==> src/rtl/ibuffer_pkg.sv <==
// ibuffer_pkg -- shared width constants for the instruction buffer.
//   INSTR_W      : instruction word width (INSTR_RANGE = INSTR_W-1:0)
//   TARGET_W     : predicted-target width
//   PC_W_DEFAULT : default PC width (PC_RANGE = PC_W-1:0)
package ibuffer_pkg;
  localparam int INSTR_W      = 32;
  localparam int TARGET_W     = 32;
  localparam int PC_W_DEFAULT = 48;
endpackage

==> src/rtl/ibuffer_if.sv <==
// ibuffer_if -- IFU-side and IDU-side signals of the instruction buffer.
//   slave  : used by ibuffer (takes IFU offer + read_en, drives ready/head)
//   master : used by the IFU/IDU side (or a testbench)
interface ibuffer_if
  import ibuffer_pkg::*;
#(
  parameter int PC_W = PC_W_DEFAULT
) ();
  // IFU -> ibuffer
  logic                ifu2ibuffer_instr_valid;
  logic [INSTR_W-1:0]  ifu2ibuffer_instr;
  logic [PC_W-1:0]     ifu2ibuffer_pc;
  logic                ifu2ibuffer_predicttaken;
  logic [TARGET_W-1:0] ifu2ibuffer_predicttarget;
  logic                ibuffer2ifu_instr_ready;
  // IDU <-> ibuffer
  logic                ibuffer_read_en;
  logic                fifo_empty;
  logic                ibuffer_instr_valid;
  logic [INSTR_W-1:0]  ibuffer_inst_out;
  logic [PC_W-1:0]     ibuffer_pc_out;
  logic                ibuffer_predicttaken_out;
  logic [TARGET_W-1:0] ibuffer_predicttarget_out;

  modport slave (
    input  ifu2ibuffer_instr_valid, ifu2ibuffer_instr, ifu2ibuffer_pc,
           ifu2ibuffer_predicttaken, ifu2ibuffer_predicttarget, ibuffer_read_en,
    output ibuffer2ifu_instr_ready, fifo_empty, ibuffer_instr_valid,
           ibuffer_inst_out, ibuffer_pc_out, ibuffer_predicttaken_out,
           ibuffer_predicttarget_out
  );

  modport master (
    output ifu2ibuffer_instr_valid, ifu2ibuffer_instr, ifu2ibuffer_pc,
           ifu2ibuffer_predicttaken, ifu2ibuffer_predicttarget, ibuffer_read_en,
    input  ibuffer2ifu_instr_ready, fifo_empty, ibuffer_instr_valid,
           ibuffer_inst_out, ibuffer_pc_out, ibuffer_predicttaken_out,
           ibuffer_predicttarget_out
  );
endinterface

==> src/rtl/sync_fifo_flush.sv <==
// sync_fifo_flush -- generic synchronous circular FIFO with flush.
//   clock, reset_n : clock and synchronous active-low reset
//   flush          : clears pointers and count at the next edge, ignores push/pop
//   push/wdata     : write one entry (ignored while full)
//   pop            : advance head (ignored while empty)
//   rdata          : head entry, combinational from the read pointer
//   full, empty    : occupancy flags
module sync_fifo_flush #(
  parameter int WIDTH = 8,
  parameter int DEPTH = 8
) (
  input  logic             clock,
  input  logic             reset_n,
  input  logic             flush,
  input  logic             push,
  input  logic             pop,
  input  logic [WIDTH-1:0] wdata,
  output logic [WIDTH-1:0] rdata,
  output logic             full,
  output logic             empty
);
  localparam int PTR_W = $clog2(DEPTH);
  localparam int CNT_W = PTR_W + 1;
  localparam logic [CNT_W-1:0] FULL_CNT = CNT_W'(DEPTH);

  logic [WIDTH-1:0] mem [DEPTH];
  logic [PTR_W-1:0] wr_ptr;
  logic [PTR_W-1:0] rd_ptr;
  logic [CNT_W-1:0] count;
  logic             push_ok;
  logic             pop_ok;

  assign full    = (count == FULL_CNT);
  assign empty   = (count == '0);
  assign push_ok = push && !full && !flush;
  assign pop_ok  = pop && !empty && !flush;
  assign rdata   = mem[rd_ptr];

  // DEPTH is a power of two, so pointer wrap is plain overflow.
  always_ff @(posedge clock) begin
    if (!reset_n || flush) begin
      wr_ptr <= '0;
      rd_ptr <= '0;
      count  <= '0;
    end else begin
      if (push_ok) wr_ptr <= wr_ptr + 1'b1;
      if (pop_ok)  rd_ptr <= rd_ptr + 1'b1;
      case ({push_ok, pop_ok})
        2'b10:   count <= count + 1'b1;
        2'b01:   count <= count - 1'b1;
        default: count <= count;
      endcase
    end
  end

  // Storage is left uncleared by reset; the count alone says what is live.
  always_ff @(posedge clock) begin
    if (push_ok) mem[wr_ptr] <= wdata;
  end
endmodule

==> src/rtl/ibuffer.sv <==
// ibuffer -- instruction buffer between IFU and IDU.
//   clock, reset_n : clock and synchronous active-low reset
//   flush_valid    : pipeline flush; empties the buffer at the next edge
//   bus (slave)    : IFU offer/ready and IDU read_en/head-entry outputs
// Optional macro IBUFFER_BYPASS_EN: when the buffer is empty, an IFU offer is
// presented to the IDU in the same cycle and, if read, never stored.
module ibuffer
  import ibuffer_pkg::*;
#(
  parameter int DEPTH = 8,
  parameter int PC_W  = PC_W_DEFAULT
) (
  input  logic      clock,
  input  logic      reset_n,
  input  logic      flush_valid,
  ibuffer_if.slave  bus
);
  localparam int ENTRY_W = INSTR_W + PC_W + 1 + TARGET_W;

  logic [ENTRY_W-1:0] wdata;
  logic [ENTRY_W-1:0] head_data;
  logic [ENTRY_W-1:0] sel_data;
  logic [ENTRY_W-1:0] out_data;
  logic               full;
  logic               empty;
  logic               ready;
  logic               out_valid;
  logic               push_fire;
  logic               fifo_push;
  logic               fifo_pop;

  assign wdata = {bus.ifu2ibuffer_instr, bus.ifu2ibuffer_pc,
                  bus.ifu2ibuffer_predicttaken, bus.ifu2ibuffer_predicttarget};

  // Full blocks a push even if the IDU pops in the same cycle.
  assign ready     = !full && !flush_valid;
  assign push_fire = bus.ifu2ibuffer_instr_valid && ready;
  assign fifo_pop  = bus.ibuffer_read_en && !empty && !flush_valid;

`ifdef IBUFFER_BYPASS_EN
  logic bypass_hit;
  assign bypass_hit = empty && bus.ifu2ibuffer_instr_valid && !flush_valid;
  assign out_valid  = !empty || bypass_hit;
  assign sel_data   = bypass_hit ? wdata : head_data;
  // A bypassed entry that the IDU takes right away is never written.
  assign fifo_push  = push_fire && !(bypass_hit && bus.ibuffer_read_en);
`else
  assign out_valid  = !empty;
  assign sel_data   = head_data;
  assign fifo_push  = push_fire;
`endif

  assign out_data = out_valid ? sel_data : '0;

  sync_fifo_flush #(
    .WIDTH (ENTRY_W),
    .DEPTH (DEPTH)
  ) u_fifo (
    .clock   (clock),
    .reset_n (reset_n),
    .flush   (flush_valid),
    .push    (fifo_push),
    .pop     (fifo_pop),
    .wdata   (wdata),
    .rdata   (head_data),
    .full    (full),
    .empty   (empty)
  );

  assign bus.ibuffer2ifu_instr_ready = ready;
  assign bus.fifo_empty              = empty;
  assign bus.ibuffer_instr_valid     = out_valid;
  assign {bus.ibuffer_inst_out, bus.ibuffer_pc_out,
          bus.ibuffer_predicttaken_out, bus.ibuffer_predicttarget_out} = out_data;
endmodule

==> src/flat_wrapper.sv <==
// flat-port wrapper written by rule: the top's interface ports become plain ports
module ibuffer_flat import ibuffer_pkg::*;
#(
  parameter int DEPTH = 8,
  parameter int PC_W  = PC_W_DEFAULT
)
  (clock, reset_n, flush_valid, bus_ifu2ibuffer_instr_valid, bus_ifu2ibuffer_instr, bus_ifu2ibuffer_pc, bus_ifu2ibuffer_predicttaken, bus_ifu2ibuffer_predicttarget, bus_ibuffer_read_en, bus_ibuffer2ifu_instr_ready, bus_fifo_empty, bus_ibuffer_instr_valid, bus_ibuffer_inst_out, bus_ibuffer_pc_out, bus_ibuffer_predicttaken_out, bus_ibuffer_predicttarget_out);
  ibuffer_if #(.PC_W(PC_W)) bus_i ();
  input  logic clock;
  input  logic reset_n;
  input  logic flush_valid;
  input wire logic [$bits(bus_i.ifu2ibuffer_instr_valid)-1:0] bus_ifu2ibuffer_instr_valid;
  input wire logic [$bits(bus_i.ifu2ibuffer_instr)-1:0] bus_ifu2ibuffer_instr;
  input wire logic [$bits(bus_i.ifu2ibuffer_pc)-1:0] bus_ifu2ibuffer_pc;
  input wire logic [$bits(bus_i.ifu2ibuffer_predicttaken)-1:0] bus_ifu2ibuffer_predicttaken;
  input wire logic [$bits(bus_i.ifu2ibuffer_predicttarget)-1:0] bus_ifu2ibuffer_predicttarget;
  input wire logic [$bits(bus_i.ibuffer_read_en)-1:0] bus_ibuffer_read_en;
  output wire logic [$bits(bus_i.ibuffer2ifu_instr_ready)-1:0] bus_ibuffer2ifu_instr_ready;
  output wire logic [$bits(bus_i.fifo_empty)-1:0] bus_fifo_empty;
  output wire logic [$bits(bus_i.ibuffer_instr_valid)-1:0] bus_ibuffer_instr_valid;
  output wire logic [$bits(bus_i.ibuffer_inst_out)-1:0] bus_ibuffer_inst_out;
  output wire logic [$bits(bus_i.ibuffer_pc_out)-1:0] bus_ibuffer_pc_out;
  output wire logic [$bits(bus_i.ibuffer_predicttaken_out)-1:0] bus_ibuffer_predicttaken_out;
  output wire logic [$bits(bus_i.ibuffer_predicttarget_out)-1:0] bus_ibuffer_predicttarget_out;
  assign bus_i.ifu2ibuffer_instr_valid = bus_ifu2ibuffer_instr_valid;
  assign bus_i.ifu2ibuffer_instr = bus_ifu2ibuffer_instr;
  assign bus_i.ifu2ibuffer_pc = bus_ifu2ibuffer_pc;
  assign bus_i.ifu2ibuffer_predicttaken = bus_ifu2ibuffer_predicttaken;
  assign bus_i.ifu2ibuffer_predicttarget = bus_ifu2ibuffer_predicttarget;
  assign bus_i.ibuffer_read_en = bus_ibuffer_read_en;
  assign bus_ibuffer2ifu_instr_ready = bus_i.ibuffer2ifu_instr_ready;
  assign bus_fifo_empty = bus_i.fifo_empty;
  assign bus_ibuffer_instr_valid = bus_i.ibuffer_instr_valid;
  assign bus_ibuffer_inst_out = bus_i.ibuffer_inst_out;
  assign bus_ibuffer_pc_out = bus_i.ibuffer_pc_out;
  assign bus_ibuffer_predicttaken_out = bus_i.ibuffer_predicttaken_out;
  assign bus_ibuffer_predicttarget_out = bus_i.ibuffer_predicttarget_out;
  ibuffer #(.DEPTH(DEPTH), .PC_W(PC_W)) u_core (.clock(clock), .reset_n(reset_n), .flush_valid(flush_valid), .bus(bus_i));
endmodule
==> config.mk <==
export PLATFORM = sky130hd
export DESIGN_NAME = ibuffer_flat
export DESIGN_NICKNAME = d
export VERILOG_FILES = /design/src/rtl/ibuffer_pkg.sv /design/src/rtl/ibuffer_if.sv /design/src/rtl/sync_fifo_flush.sv /design/src/rtl/ibuffer.sv /design/src/flat_wrapper.sv
export SDC_FILE = /design/constraint.sdc
export NUM_CORES = 1
export LEC_CHECK = 0
export ABC_AREA = 1
export CAP_MARGIN = 20
export CELL_PAD_IN_SITES_DETAIL_PLACEMENT = 1
export CELL_PAD_IN_SITES_GLOBAL_PLACEMENT = 1
export CORE_ASPECT_RATIO = 0.9
export CORE_MARGIN = 2
export CORE_UTILIZATION = 45
export DETAILED_ROUTE_END_ITERATION = 10
export PLACE_DENSITY_LB_ADDON = 0.1
export SLEW_MARGIN = 10
export SYNTH_ARGS = -nofsm -noshare
export SYNTH_HDL_FRONTEND = slang
export SYNTH_SLANG_ARGS = --single-unit
==> constraint.sdc <==
create_clock -name clock -period 14.47 [get_ports clock]
set_input_delay 2.894 -clock clock [delete_from_list [all_inputs] [get_ports clock]]
set_output_delay 2.894 -clock clock [all_outputs]
set_load 0.01 [all_outputs]
==> results of run 1 <==
-- worst min-delay path by stage --
stage	slack [ps]	endpoint	start	depth (start not counted)
2_1_floorplan	450	flop	u_core.u_fifo.rd_ptr[0]	1
3_3_place_gp	460	flop	u_core.u_fifo.rd_ptr[0]	1
3_5_place_dp	480	flop	u_core.u_fifo.rd_ptr[0]	1
4_1_cts	500	u_core.u_fifo.rd_ptr[0]	u_core.u_fifo.rd_ptr[0]	1
5_1_grt	550	flop	u_core.u_fifo.rd_ptr[0]	1
6_report	500	u_core.u_fifo.rd_ptr[0]	u_core.u_fifo.rd_ptr[0]	1
-- logic make-up after synthesis --
| kind of cell | Yosys count | share of synthesized area |
|---|---|---|
| xor+xnor | 4 | 0.000976 |
| flops | 917 | 0.763 |
| compound gates | 695 | 0.109 |
| fa+ha+maj | 5 | 0.00174 |
| buf+inv | 206 | 0.0263 |
| simple gates | 944 | 0.0992 |
-- cells in the mapped netlist (all sizes together) --
cell	count	share of area
a21oi	9	0.0013
a31oi	1	0.00017
buf	85	0.014
clkbuf	103	0.011
dfxtp	13	0.0072
edfxtp	904	0.76
ha	5	0.0017
inv	18	0.0019
nand2	130	0.014
nand3	7	0.00098
nor2	798	0.083
nor3	9	0.0013
o211ai	113	0.024
o21ai	459	0.064
o22ai	113	0.020
xnor2	2	0.00049
xor2	2	0.00049
-- metal layers --
| metal | wire length (um) | share of wire | vias up |
|---|---|---|---|
| met3 | 4380 | 0.046 | 157 |
| met5 | 126 | 0.0013 | - |
| met2 | 46600 | 0.49 | 465 |
| met4 | 2100 | 0.022 | 20 |
| li1 | - | - | 10400 |
| met1 | 41600 | 0.44 | 11700 |
-- per-stage QoR --
step / total power, mW / hold WS (ps) / setup slack [ps]
final: 5.62 / 498 / 6700
after floorplan: 3.14 / 448 / 2750
after global routing: 5.80 / 551 / 6320
after CTS: 5.68 / 500 / 6360
after global placement: 3.30 / 460 / 7160
after detailed placement: 3.31 / 484 / 7090
-- flip-flops by register name, summed over array words and instances (netlist names), named ones only --
name                  flops
u_core.u_fifo.rd_ptr      3
u_core.u_fifo.count       4
u_core.u_fifo.mem       904
u_core.u_fifo.wr_ptr      3
-- layout make-up --
class                           count  area [um^2]
Sequential cell                   917        27400
Clock inverter                     50          422
Antenna cell                        3         7.51
Clock buffer                      121         2580
Tap cell                         1050         1310
Multi-Input combinational cell   1648         7620
Fill cell                        7904        37100
Inverter                           18         80.1
Timing Repair Buffer              255         2660
-- power groups by stage --
stage | Sequential (mW) | Clock (mW) | Combinational (mW)
final | 2.95 | 2.38 | 0.298
after global routing | 2.95 | 2.52 | 0.327
after CTS | 2.95 | 2.42 | 0.302
after detailed placement | 3.01 | 0 | 0.300
after global placement | 3.00 | 0 | 0.292
after floorplan | 3.01 | 0 | 0.127
-- layout by cell type, fill, tap and decap left out --
master | netlist | final
edfxtp_1 | 904 | 904
nor2_1 | 798 | 798
o21ai_0 | 413 | 413
clkdlybuf4s50_1 | 0 | 233
nand2_1 | 130 | 130
o211ai_1 | 113 | 113
o22ai_1 | 113 | 113
clkbuf_16 | 0 | 99
o21ai_1 | 46 | 46
clkinv_2 | 0 | 21
clkbuf_1 | 103 | 20
clkinv_1 | 0 | 17
inv_1 | 17 | 16
buf_12 | 0 | 11
buf_4 | 7 | 10
dfxtp_1 | 13 | 10
a21oi_1 | 9 | 9
nor3_2 | 0 | 8
bufinv_16 | 0 | 7
nand3_1 | 7 | 6
ha_1 | 5 | 5
inv_6 | 0 | 4
diode_2 | 0 | 3
dfxtp_4 | 0 | 3
xor2_1 | 2 | 2
xnor2_1 | 2 | 2
clkbuf_8 | 0 | 2
a31oi_1 | 1 | 1
nor3_1 | 9 | 1
nand3_4 | 0 | 1
inv_8 | 0 | 1
clkinvlp_4 | 0 | 1
clkinv_4 | 0 | 1
buf_16 | 0 | 1
==> metrics.yaml, run 1 <==
run_status:
  status: "finished, final reports clean"
timing:
  clock.fmax_mhz: 129
  setup_viol: 0
  setup-tns-final_ps: 0
  rsz0062_at_grt: "no"
  worst_slew_pin_slew_ps: 1170
  period_minus_slack_ps: 7770
  fin_crit_sh: 0.537
  hold_violations: 0
  slew_headroom: 0.219
  skew_ps: 11.6
  slew_viol_final: 0
global_route:
  grt_pass1_vias: 24600
  antenna_found_initial: 13
  busiest_layer: "met2"
  use_met2: 0.393
  overflow: 0
  grt_pass1_wl_um: 144000
  met3_usage: 0.0399
  grt.total_usage: 0.231
  grt_max_degree: 233
  gr-usage-met1: 0.305
clock_tree:
  postCtsSetupBuffers: 0
  htree_num_levels: 3
  cts_tree: "built"
  cts_resized: 0
  cts_buffers: 96
  cts_root_buf: "clkbuf_16"
  clk_latency_ps: 640
  clock_sinks: 917
  hold_buffers: 0
  clkTransAtPathRegs_ps: 60
  cts_buffer_depth: 3
floorplanning:
  die_w_um: 302
  die_h_um: 272
  floorplan.initialDensity: 0.453
  ioPinCount: 234
  rows: 98
  die-area_um2: 82100
  coreArea_um2: 79200
critical_path:
  cpMostUsedCell: "buf_4"
  end_kind: "output pin"
  r2r_start: "u_core.u_fifo.count[1]"
  r2r-end: "u_core.u_fifo.mem[6][87]"
  crit_path_max_incr_delay_ps: 740
  cp_top_family: "buffers and inverters"
  r2r_cells: 5
  crit_end: "bus_ibuffer_pc_out[0]"
  slowest_stage: "inv_8"
  critPathArrivalTime_ps: 4880
  critPathMaxFanout: 174
  crit_required_ps: 11580
  path_cells: "inv_8 -> buf_4 -> buf_16 -> buf_4 -> o21ai_0 -> o211ai_1 -> nand2_1 -> nor2_1 -> clkdlybuf4s50_1"
  worstSetupPathType: "flop to output pin"
  critPathBufInv: 5
  r2r_setup_slack_ps: 11650
  cp.depth: 9
  cp-start-kind: "flop"
layout:
  fin_util: 0.531
  drive_gt1_frac: 0.0565
  final_nets: 3059
  stdcell_count: 4062
  final_area_um2: 42100
  syn2layout_area_growth_pct: 17.2
synth:
  synth_seq_cells: 917
  yosysUniqueCellTypes: 22
  syn_area_um2: 35900
  syn_area_per_cell_um2: 13.0
  seq_area_frac_synth: 0.763
  yosys_warnings: 0
  synthesis.nets: 2894
  syn_inst: 2771
place:
  placedCellCount: 3887
  gp_congestion: 0.718
  io_buffers: 233
  placed_area_um2: 39100
  dp_hpwl_um: 43700
routing:
  num_vias: 22700
  drc: 0
  wire_per_inst_um: 23.3
  ant_nets: 0
  avgViaCountPerCell: 5.60
  drt_iter0_drc: 1454
  wl_um: 94800
  drt_pass1_iterations: 5
power:
  power.leakage_nw: 13.7
  switching_share: 0.211
  internal_power_mw: 4.44
  vdd_drop_max_mv: 0.0975
  comb_power_share: 0.053
  power_frac_clock: 0.423
  power_density_nw_per_um2: 134
  sequentialPowerShare: 0.525
  netSwitchingPower_mw: 1.19
hold_path:
  hold_class: "flop to flop"
flow_run:
  max_cap_viol_count: 0
Note: power is estimated with default switching activity, not from simulation.
==> inputs of run 2 (changes only) <==
==> constraint.sdc (replaced) <==
create_clock -name clock -period 8.1 [get_ports clock]
set_input_delay 1.62 -clock clock [delete_from_list [all_inputs] [get_ports clock]]
set_output_delay 1.62 -clock clock [all_outputs]
set_load 0.01 [all_outputs]
==> run 2 against run 1 <==
  * Largest power group unchanged
  * Clock power is 76% higher
  * Critical path depth is 1 lower
  * Sequential cell count stayed put
  * Register-to-register slack worse by 6900 ps
  * Sequential power is 79% higher
  * Global-route usage is 0.27 points higher
  * Sequential share of layout area hardly changed
  * Hold slack worse by 6.4 ps
  * Clock skew is 3.1 ps higher
  * Cell area hardly changed
==> metrics.yaml, run 2 (synthesized netlist as in run 1, its figures left out) <==
critical_path:
  crit_required_ps: 6480  # -5100 ps
  critPathMaxFanout: 165  # -5.2%
  critPathArrivalTime_ps: 4250  # -630 ps
  end_kind: "output pin"
  cp-start-kind: "flop"
  worstSetupPathType: "flop to output pin"
layout:
  top_register: "u_core.u_fifo.mem"
  stdcell_count: 4072  # +0.25%
  final_common_cell: "edfxtp_1"
  layout_common_cells: "edfxtp_1 (904), nor2_1 (798), o21ai_0 (413), clkdlybuf4s50_1 (233), nand2_1 (130)"
  reg_top3: "u_core.u_fifo.mem: 904 flops, u_core.u_fifo.count: 4 flops"
  drive_gt1_frac: 0.0576  # +0.00112
  final_area_um2: 42100  # about the same
  largest_register_ffs: 904  # unchanged
  fillerInstances: 7879  # -0.32%
  syn2layout_area_growth_pct: 17.2  # about the same
  final_nets: 3067  # +0.26%
clock_tree:
  cts_buffer_depth: 3  # unchanged
  postCtsSetupBuffers: 0  # unchanged
  cts_resized: 0  # unchanged
  clkTransAtPathRegs_ps: 60  # about the same
  clock_sinks: 917  # unchanged
  clk_latency_ps: 640  # about the same
  cts_buffers: 95  # -1.0%
  cts_tree: "built"
  htree_num_levels: 3  # unchanged
  hold_buffers: 0  # unchanged
  cts_root_buf: "clkbuf_16"
power:
  p_total_mw: 10.0  # +78%
  power.leakage_nw: 13.7  # +0.11%
  power_density_nw_per_um2: 238  # +78%
  vdd_drop_max_mv: 0.216  # +120%
routing:
  drc: 0  # unchanged
  wl_met1_um: 42700  # +2.5%
  ant_nets: 0  # unchanged
  wire_per_inst_um: 23.5  # +0.65%
  routed.top_layer: "met5"
  avgViaCountPerCell: 5.65  # +0.88%
  met3WireLength_um: 4020  # -8.1%
  dr_wl_met2_um: 47000  # +0.93%
  wl_um: 95700  # +0.90%
  drt_iter0_drc: 1704  # +17%
  num_vias: 23000  # +1.1%
  drt_pass1_iterations: 7  # +2
timing:
  slew_headroom: 0.181  # -0.0377
  worst_slew_pin_slew_ps: 1230  # +56.6 ps
  period_minus_slack_ps: 5870
  rsz0062_at_grt: "no"
  slew_viol_final: 0  # unchanged
  clock.fmax_mhz: 170
  fin_crit_sh: 0.724
  skew_ps: 14.7  # +3.06 ps
  hold_violations: 0  # unchanged
  setup_viol: 0  # unchanged
  setup-tns-final_ps: 0  # unchanged
place:
  gp_congestion: 0.717  # -0.15%
  io_buffers: 233  # unchanged
  placed_area_um2: 39100  # about the same
  dp_hpwl_um: 48200  # +10%
  placedCellCount: 3896  # +0.23%
floorplanning:
  floorplan.initialDensity: 0.453  # unchanged
  rows: 98  # unchanged
  die-area_um2: 82100  # unchanged
  die_h_um: 272  # unchanged
  coreArea_um2: 79200  # unchanged
  ioPinCount: 234  # unchanged
  die_w_um: 302  # unchanged
run_status:
  status: "finished, final reports clean"
hold_path:
  hold_class: "flop to flop"
global_route:
  grt_pass1_wl_um: 147000  # +1.6%
  overflow: 0  # unchanged
  antenna_found_initial: 8  # -5
  grt_max_degree: 260  # +12%
  grt.total_usage: 0.234  # +0.00268
  grt_pass1_vias: 24900  # +1.1%
flow_run:
  max_cap_viol_count: 0  # unchanged
run 2: cell count changes in the layout (fill, tap and decap cells not counted), moves of 2 or more:
cell / delta
clkbuf_16: -2
clkbuf_1: +9
clkinv_2: -5
clkbuf_8: +3
buf_12: -3
clkinv_1: -2
buf_4: +12
run 2: path summary, 6_finish.rpt:
path              slack [ps]                                to  cells past startpoint                     from
hold / removal           490                              flop                      1  u_core.u_fifo.rd_ptr[0]
setup / recovery        2230  bus_ibuffer_predicttarget_out[2]                      8                     flop
setup reg to reg        4780          u_core.u_fifo.mem[6][68]                      6   u_core.u_fifo.count[1]
hold reg to reg          490                              flop                      1  u_core.u_fifo.rd_ptr[0]
run 2: metrics by stage:
stage / hold WS [ps] / util / worst slack (ps)
global placement: 468 / 0.493 / 2900
floorplan: 448 / - / -2350
global route: 522 / 0.531 / 1930
finish: 492 / 0.531 / 2230
CTS: 495 / 0.531 / 2050
detailed placement: 481 / 0.493 / 2780
run 2: cell type report:
class | count | area [um^2] | area share
Sequential cell | 917 | 27400 | 0.652
Multi-Input combinational cell | 1648 | 7620 | 0.181
Timing Repair Buffer | 264 | 2690 | 0.0638
Clock buffer | 131 | 2610 | 0.0619
Tap cell | 1050 | 1310 | 0.0312
Clock inverter | 42 | 359 | 0.00853
Inverter | 18 | 80.1 | 0.00190
Antenna cell | 2 | 5.00 | 0.000119
run 2: per-layer routing:
metal  vias to the layer above  global-route usage
met5                         -                   0
met4                        14              0.0584
li1                      10400                   -
met2                       458               0.396
met1                     12000               0.316
met3                       138              0.0376
run 2: power by group:
part           leakage (nW)  switching [mW]  internal [mW]  total, mW
clock                  1.45            1.77           2.43       4.20
combinational          3.94           0.331          0.206      0.537
sequential             8.27          0.0145           5.26       5.27
total                  13.7            2.12           7.90       10.0
run 2: worst max-delay path: stages (launching register included):
cell	delay, ps
dfxtp_4	470
buf_16	260
inv_8	720
buf_12	540
o21ai_0	150
o22ai_1	200
nor2_1	80
nor2_1	430
clkdlybuf4s50_1	630
